## config.mk

```make
export PLATFORM = sky130hd
export DESIGN_NAME = ps2_scancode_decoder
export DESIGN_NICKNAME = d
export VERILOG_FILES = /design/src/rtl/ps2_scancode_decoder.sv
export SDC_FILE = /design/constraint.sdc
export NUM_CORES = 1
export LEC_CHECK = 0
export BUFFER_PORTS_ARGS = -buffer_cell sky130_fd_sc_hd__clkbuf_2
export CAP_MARGIN = 20
export CORE_ASPECT_RATIO = 1.2
export CORE_MARGIN = 5
export CORE_UTILIZATION = 60
export DETAILED_ROUTE_END_ITERATION = 10
export MAX_ROUTING_LAYER = met4
export PLACE_DENSITY = 0.79
export SLEW_MARGIN = 5
export SYNTH_ARGS = -nofsm -noshare
export SYNTH_HDL_FRONTEND = slang
export SYNTH_SLANG_ARGS = --single-unit
```

## constraint.sdc

```tcl
create_clock -name clk -period 4.38 [get_ports clk]
set_input_delay 0.219 -clock clk [delete_from_list [all_inputs] [get_ports clk]]
set_output_delay 0.219 -clock clk [all_outputs]
set_load 0.01 [all_outputs]
```

## src/rtl/ps2_scancode_decoder.sv

```systemverilog
// PS/2 set-2 scan code folder: merges E0/F0/E1 prefix sequences into single key
// events and queues them in a first-word-fall-through FIFO with valid/ready output.
module ps2_scancode_decoder #(
    parameter int FIFO_DEPTH     = 8,
    parameter int TIMEOUT_CYCLES = 100000
) (
    input  logic                          clk,
    input  logic                          resetn,
    input  logic                          byte_valid,
    input  logic [7:0]                    byte_data,
    input  logic                          byte_err,
    output logic                          evt_valid,
    input  logic                          evt_ready,
    output logic [7:0]                    evt_code,
    output logic                          evt_ext,
    output logic                          evt_break,
    output logic [$clog2(FIFO_DEPTH):0]   fifo_count,
    output logic                          overflow,
    output logic                          seq_err
);
    localparam int AW = $clog2(FIFO_DEPTH);
    localparam int TW = $clog2(TIMEOUT_CYCLES + 1);
    localparam logic [AW:0]   DEPTH_V  = FIFO_DEPTH[AW:0];
    localparam logic [TW-1:0] TMO_LAST = TW'(TIMEOUT_CYCLES - 1);

    typedef enum logic [2:0] {
        ST_IDLE, ST_E0, ST_F0, ST_E0F0, ST_PAUSE
    } state_t;

    state_t        state_q, state_d;
    logic [2:0]    pcnt_q, pcnt_d;
    logic [TW-1:0] tmo_q, tmo_d;
    logic          ev_q, ev_d;
    logic [9:0]    evdat_q, evdat_d;
    logic          serr_q, serr_d;
    logic          ovf_q, ovf_d;
    logic [AW:0]   wr_ptr_q, wr_ptr_d, rd_ptr_q, rd_ptr_d;
    logic [9:0]    mem_q [FIFO_DEPTH];

    logic          empty, full, pop, push_ok;
    logic [AW:0]   count;
    logic [9:0]    head;

    always_comb begin
        state_d = state_q;
        pcnt_d  = pcnt_q;
        tmo_d   = tmo_q;
        ev_d    = 1'b0;
        evdat_d = evdat_q;
        serr_d  = 1'b0;
        if (byte_valid) begin
            tmo_d = '0;
            if (byte_err) begin
                state_d = ST_IDLE;
                serr_d  = 1'b1;
            end else begin
                case (state_q)
                    ST_IDLE: begin
                        case (byte_data)
                            8'hE0: state_d = ST_E0;
                            8'hF0: state_d = ST_F0;
                            8'hE1: begin
                                state_d = ST_PAUSE;
                                pcnt_d  = '0;
                            end
                            // Controller responses (ACK, BAT, echo, errors) carry no key.
                            8'h00, 8'hAA, 8'hEE, 8'hFA, 8'hFC, 8'hFE, 8'hFF: ;
                            default: begin
                                ev_d    = 1'b1;
                                evdat_d = {2'b00, byte_data};
                            end
                        endcase
                    end
                    ST_E0: begin
                        if (byte_data == 8'hF0) begin
                            state_d = ST_E0F0;
                        end else begin
                            ev_d    = 1'b1;
                            evdat_d = {2'b10, byte_data};
                            state_d = ST_IDLE;
                        end
                    end
                    ST_F0: begin
                        ev_d    = 1'b1;
                        evdat_d = {2'b01, byte_data};
                        state_d = ST_IDLE;
                    end
                    ST_E0F0: begin
                        ev_d    = 1'b1;
                        evdat_d = {2'b11, byte_data};
                        state_d = ST_IDLE;
                    end
                    ST_PAUSE: begin
                        if (pcnt_q == 3'd6) begin
                            ev_d    = 1'b1;
                            evdat_d = {2'b10, 8'h77};
                            state_d = ST_IDLE;
                        end else begin
                            pcnt_d = pcnt_q + 3'd1;
                        end
                    end
                    default: state_d = ST_IDLE;
                endcase
            end
        end else if (state_q != ST_IDLE) begin
            if (tmo_q == TMO_LAST) begin
                state_d = ST_IDLE;
                tmo_d   = '0;
                serr_d  = 1'b1;
            end else begin
                tmo_d = tmo_q + 1'b1;
            end
        end
    end

    // Extra pointer MSB distinguishes full from empty when the low bits match.
    assign count   = wr_ptr_q - rd_ptr_q;
    assign empty   = (wr_ptr_q == rd_ptr_q);
    assign full    = (count == DEPTH_V);
    assign pop     = !empty && evt_ready;
    assign push_ok = ev_q && (!full || pop);

    always_comb begin
        wr_ptr_d = wr_ptr_q;
        rd_ptr_d = rd_ptr_q;
        ovf_d    = ovf_q;
        if (push_ok) wr_ptr_d = wr_ptr_q + 1'b1;
        if (pop) rd_ptr_d = rd_ptr_q + 1'b1;
        if (ev_q && full && !pop) ovf_d = 1'b1;
    end

    always_ff @(posedge clk) begin
        if (!resetn) begin
            state_q  <= ST_IDLE;
            pcnt_q   <= '0;
            tmo_q    <= '0;
            ev_q     <= 1'b0;
            evdat_q  <= '0;
            serr_q   <= 1'b0;
            ovf_q    <= 1'b0;
            wr_ptr_q <= '0;
            rd_ptr_q <= '0;
        end else begin
            state_q  <= state_d;
            pcnt_q   <= pcnt_d;
            tmo_q    <= tmo_d;
            ev_q     <= ev_d;
            evdat_q  <= evdat_d;
            serr_q   <= serr_d;
            ovf_q    <= ovf_d;
            wr_ptr_q <= wr_ptr_d;
            rd_ptr_q <= rd_ptr_d;
        end
    end

    always_ff @(posedge clk) begin
        if (push_ok) mem_q[wr_ptr_q[AW-1:0]] <= evdat_q;
    end

    assign head       = empty ? 10'd0 : mem_q[rd_ptr_q[AW-1:0]];
    assign evt_valid  = !empty;
    assign evt_ext    = head[9];
    assign evt_break  = head[8];
    assign evt_code   = head[7:0];
    assign fifo_count = count;
    assign overflow   = ovf_q;
    assign seq_err    = serr_q;
endmodule

```

==> results.sh <==
export IMPL_area_delta_synth_final_pct=15.7
export IMPL_grt_max_degree=27
export IMPL_ios=30
export IMPL_p_sw_uw=647
export IMPL_rows=38
export IMPL_cp_data_required_time_ns=4.64
export IMPL_die_area_sq_mm=0.0112
export IMPL_grt_pass1_vias=3592
export IMPL_wl_per_cell_um=19.8
export IMPL_vias=3558
export IMPL_drc=0
export IMPL_fin_setup_tns_ns=0
export IMPL_avgSynthCellArea_sq_um=13.2
export IMPL_p_clk_frac=0.446
export IMPL_seq_power_share=0.469
export IMPL_slew_violations=0
export IMPL_yosys_area_top_type_share=0.438
export IMPL_fmax_mhz=306
export IMPL_fp_dieH_um=115
export IMPL_async_reset_ff_frac=0
export IMPL_setup_viol=0
export IMPL_yosysWarnings=0
export IMPL_layout_cells_non_filler=587
export IMPL_synth_distinct_cells=55
export IMPL_layout_nets=475
export IMPL_final_cell_mix="edfxtp_1, dfxtp_1, nor2_1, clkbuf_2, nand2_1"
export IMPL_clkLatencyLatePin_ns=0.52
export IMPL_dr_pass1_iters=5
export IMPL_cts_tree="done"
export IMPL_rsz0062_at_grt="no"
export IMPL_routed_wl_um=11600
export IMPL_pre_cts_ws_ns=1.15
export IMPL_start_util=0.610
export IMPL_arrival_ns=3.53
export IMPL_syn_inst=414
export IMPL_crit_path_start_kind="flip-flop"
export IMPL_clockBufferDepth=2
export IMPL_yosysSeqAreaShare=0.610
export IMPL_hold_ws_ns=0.0294
export IMPL_status="finished clean"
export IMPL_dominantRegCellSynth="edfxtp_1"
export IMPL_report_final_hold_viol_count=0
export IMPL_numPortBuffers=29
export IMPL_holdBufCountCts=0
export IMPL_power_density_mw_per_mm2=444
export IMPL_final_layout_size_suffix_gt1_frac=0.210
export IMPL_htreeDepth=4
export IMPL_critPathMaxFanout=12
export IMPL_synth_area_sq_mm=0.00548
export IMPL_clockRootBuffer="clkbuf_8"
export IMPL_place_inst=551
export IMPL_swShare=0.229
export IMPL_synth_area_leaders="edfxtp_1, dfxtp_1, mux4_2"
export IMPL_grt_usage=0.230
export IMPL_p_leak_uw=0.00213
export IMPL_cts_clk_slew_worst_paths_ns=0.06
export IMPL_vdd_drop_max_mv=0.274
export IMPL_slowest_stage="nor2_1"
export IMPL_slew_headroom=0.360
export IMPL_worst_slack_ns=1.11
export IMPL_cts_resized=0
export IMPL_crit_path_end_kind="flip-flop"
export IMPL_grt_overflow=0
export IMPL_drv_cap=0
export IMPL_grt_pass1_wl_um=18800
export IMPL_post_route_min_period_ns=3.27
export IMPL_ant_nets=0
export IMPL_synth_edf_count=80
export IMPL_min_period_over_period=0.747
export IMPL_internal_power_uw=2170
export IMPL_hold_class="primary input to flip-flop"
export IMPL_worstPathCellList="inv_1 > ha_1 > nand3_1 > nor2_1 > a2bb2oi_1 > and3_1 > nor4_2 > clkbuf_4"
export IMPL_ys_seq_elements=127
export IMPL_cts_buffers=17
export IMPL_cp_slowest_stage_delay_ns=0.67
export IMPL_path_class="flip-flop to flip-flop"
export IMPL_final_common_cell="edfxtp_1"
export IMPL_fp_dieW_um=97.3
export IMPL_hpwl_um=7800
export IMPL_viasPerCell=6.06
export IMPL_skew_ns=0.00814
export IMPL_cts_setup_buffers=0
export IMPL_filler_cell_count=587
export IMPL_core_sq_mm=0.00899
export IMPL_antenna_found_initial=1
export IMPL_yosys_area_top_type="edfxtp_1"
export IMPL_first_iter_violations=258
export IMPL_cts_sinks=127
export IMPL_share_comb_of_total_power=0.085
export IMPL_place_congestion=0.933
export IMPL_syn_nets=436
export IMPL_worst_pin_slew_ns=0.958
power by group through the flow:
stage / clock network [uW] / registers [uW] / logic, uW
after floorplan: 0 / 1330 / 166
after global placement: 0 / 1340 / 234
after detailed placement: 0 / 1350 / 240
after CTS: 1280 / 1320 / 243
after global routing: 1340 / 1320 / 260
final: 1260 / 1320 / 240
cell families after synthesis:
group                      Yosys count  synth area share
adders and majority gates            9            0.0219
xor gates and xnor gates            21            0.0335
buffers and inverters               31            0.0253
and+or+nand+nor                    139             0.129
AOI/OAI and AO/OA                   52            0.0707
DFF                                127             0.610
muxes                               35             0.110
worst paths after layout:
| check | from | depth (start not counted) | end | slack (ns) |
|---|---|---|---|---|
| min | byte_data[7] | 3 | evdat_q[7] | 0.03 |
| max reg2reg | wr_ptr_q[0] | 8 | mem_q[3][7] | 1.11 |
| min reg2reg | tmo_q[1] | 2 | tmo_q[1] | 0.47 |
| max | wr_ptr_q[0] | 8 | mem_q[3][7] | 1.11 |
cell usage after synthesis (2+ instances only):
library cell / instances
a211oi_1: 2
a21oi_1: 11
a31oi_1: 2
a32o_1: 2
and2_1: 2
and3_1: 6
buf_2: 6
buf_6: 2
clkbuf_1: 9
dfxtp_1: 47
edfxtp_1: 80
ha_1: 8
inv_1: 12
mux2i_1: 15
mux4_2: 20
nand2_1: 25
nand2b_1: 3
nand3_1: 15
nand3b_1: 2
nand4_1: 9
nor2_1: 40
nor2b_1: 4
nor3_1: 7
nor3b_1: 2
nor4_1: 11
nor4b_1: 2
o211ai_1: 2
o21a_1: 5
o21ai_0: 7
o21bai_1: 2
o221a_1: 6
o311ai_0: 2
or3_1: 4
or4_1: 2
xnor2_1: 11
xor2_1: 10
worst max-delay path: cells and delay by family, from the launching register on:
| family | cells | cell delay (ns) |
|---|---|---|
| flip-flops | 1 | 0.53 |
| adder cells (fa/ha/maj) | 1 | 0.34 |
| AO/OA/AOI/OAI | 1 | 0.37 |
| AND/OR/NAND/NOR | 4 | 1.34 |
| buffers and inverters | 2 | 0.43 |
cell type report:
type                    count  area [sq um]  area share
diodes                      1          2.50    0.000394
clock buffers              22           453      0.0714
clock inverters            10          91.3      0.0144
inverters                  13          48.8     0.00769
multi-input cells         256          2040       0.322
flip-flops and latches    127          3340       0.527
well taps                 120           150      0.0237
repair buffers             38           213      0.0335
flip-flops by register name, indices dropped and copies added, names as in the netlist, named ones only:
| register | count |
|---|---|
| ev_q | 1 |
| evdat_q | 10 |
| mem_q | 80 |
| overflow | 1 |
| pcnt_q | 3 |
| rd_ptr_q | 4 |
| seq_err | 1 |
| state_q | 3 |
| tmo_q | 17 |
| wr_ptr_q | 4 |
stage by stage:
stage | power [uW] | instance area (sq um) | utilization
2_1_floorplan | 1500 | 5480 | -
3_3_place_gp | 1580 | 5780 | 0.643
3_5_place_dp | 1590 | 5780 | 0.643
4_1_cts | 2840 | 6320 | 0.703
5_1_grt | 2930 | 6350 | 0.706
6_report | 2820 | 6350 | 0.706
metal layers:
metal / global-route usage / routed length (um) / up-vias / share of wire
met5: - / 0 / - / 0
li1: - / - / 1663 / -
met1: 0.255 / 4430 / 1756 / 0.38
met3: 0.0597 / 525 / 26 / 0.045
met4: 0.0988 / 385 / 0 / 0.033
met2: 0.396 / 6280 / 113 / 0.54
(Power assumes the default switching activity.)
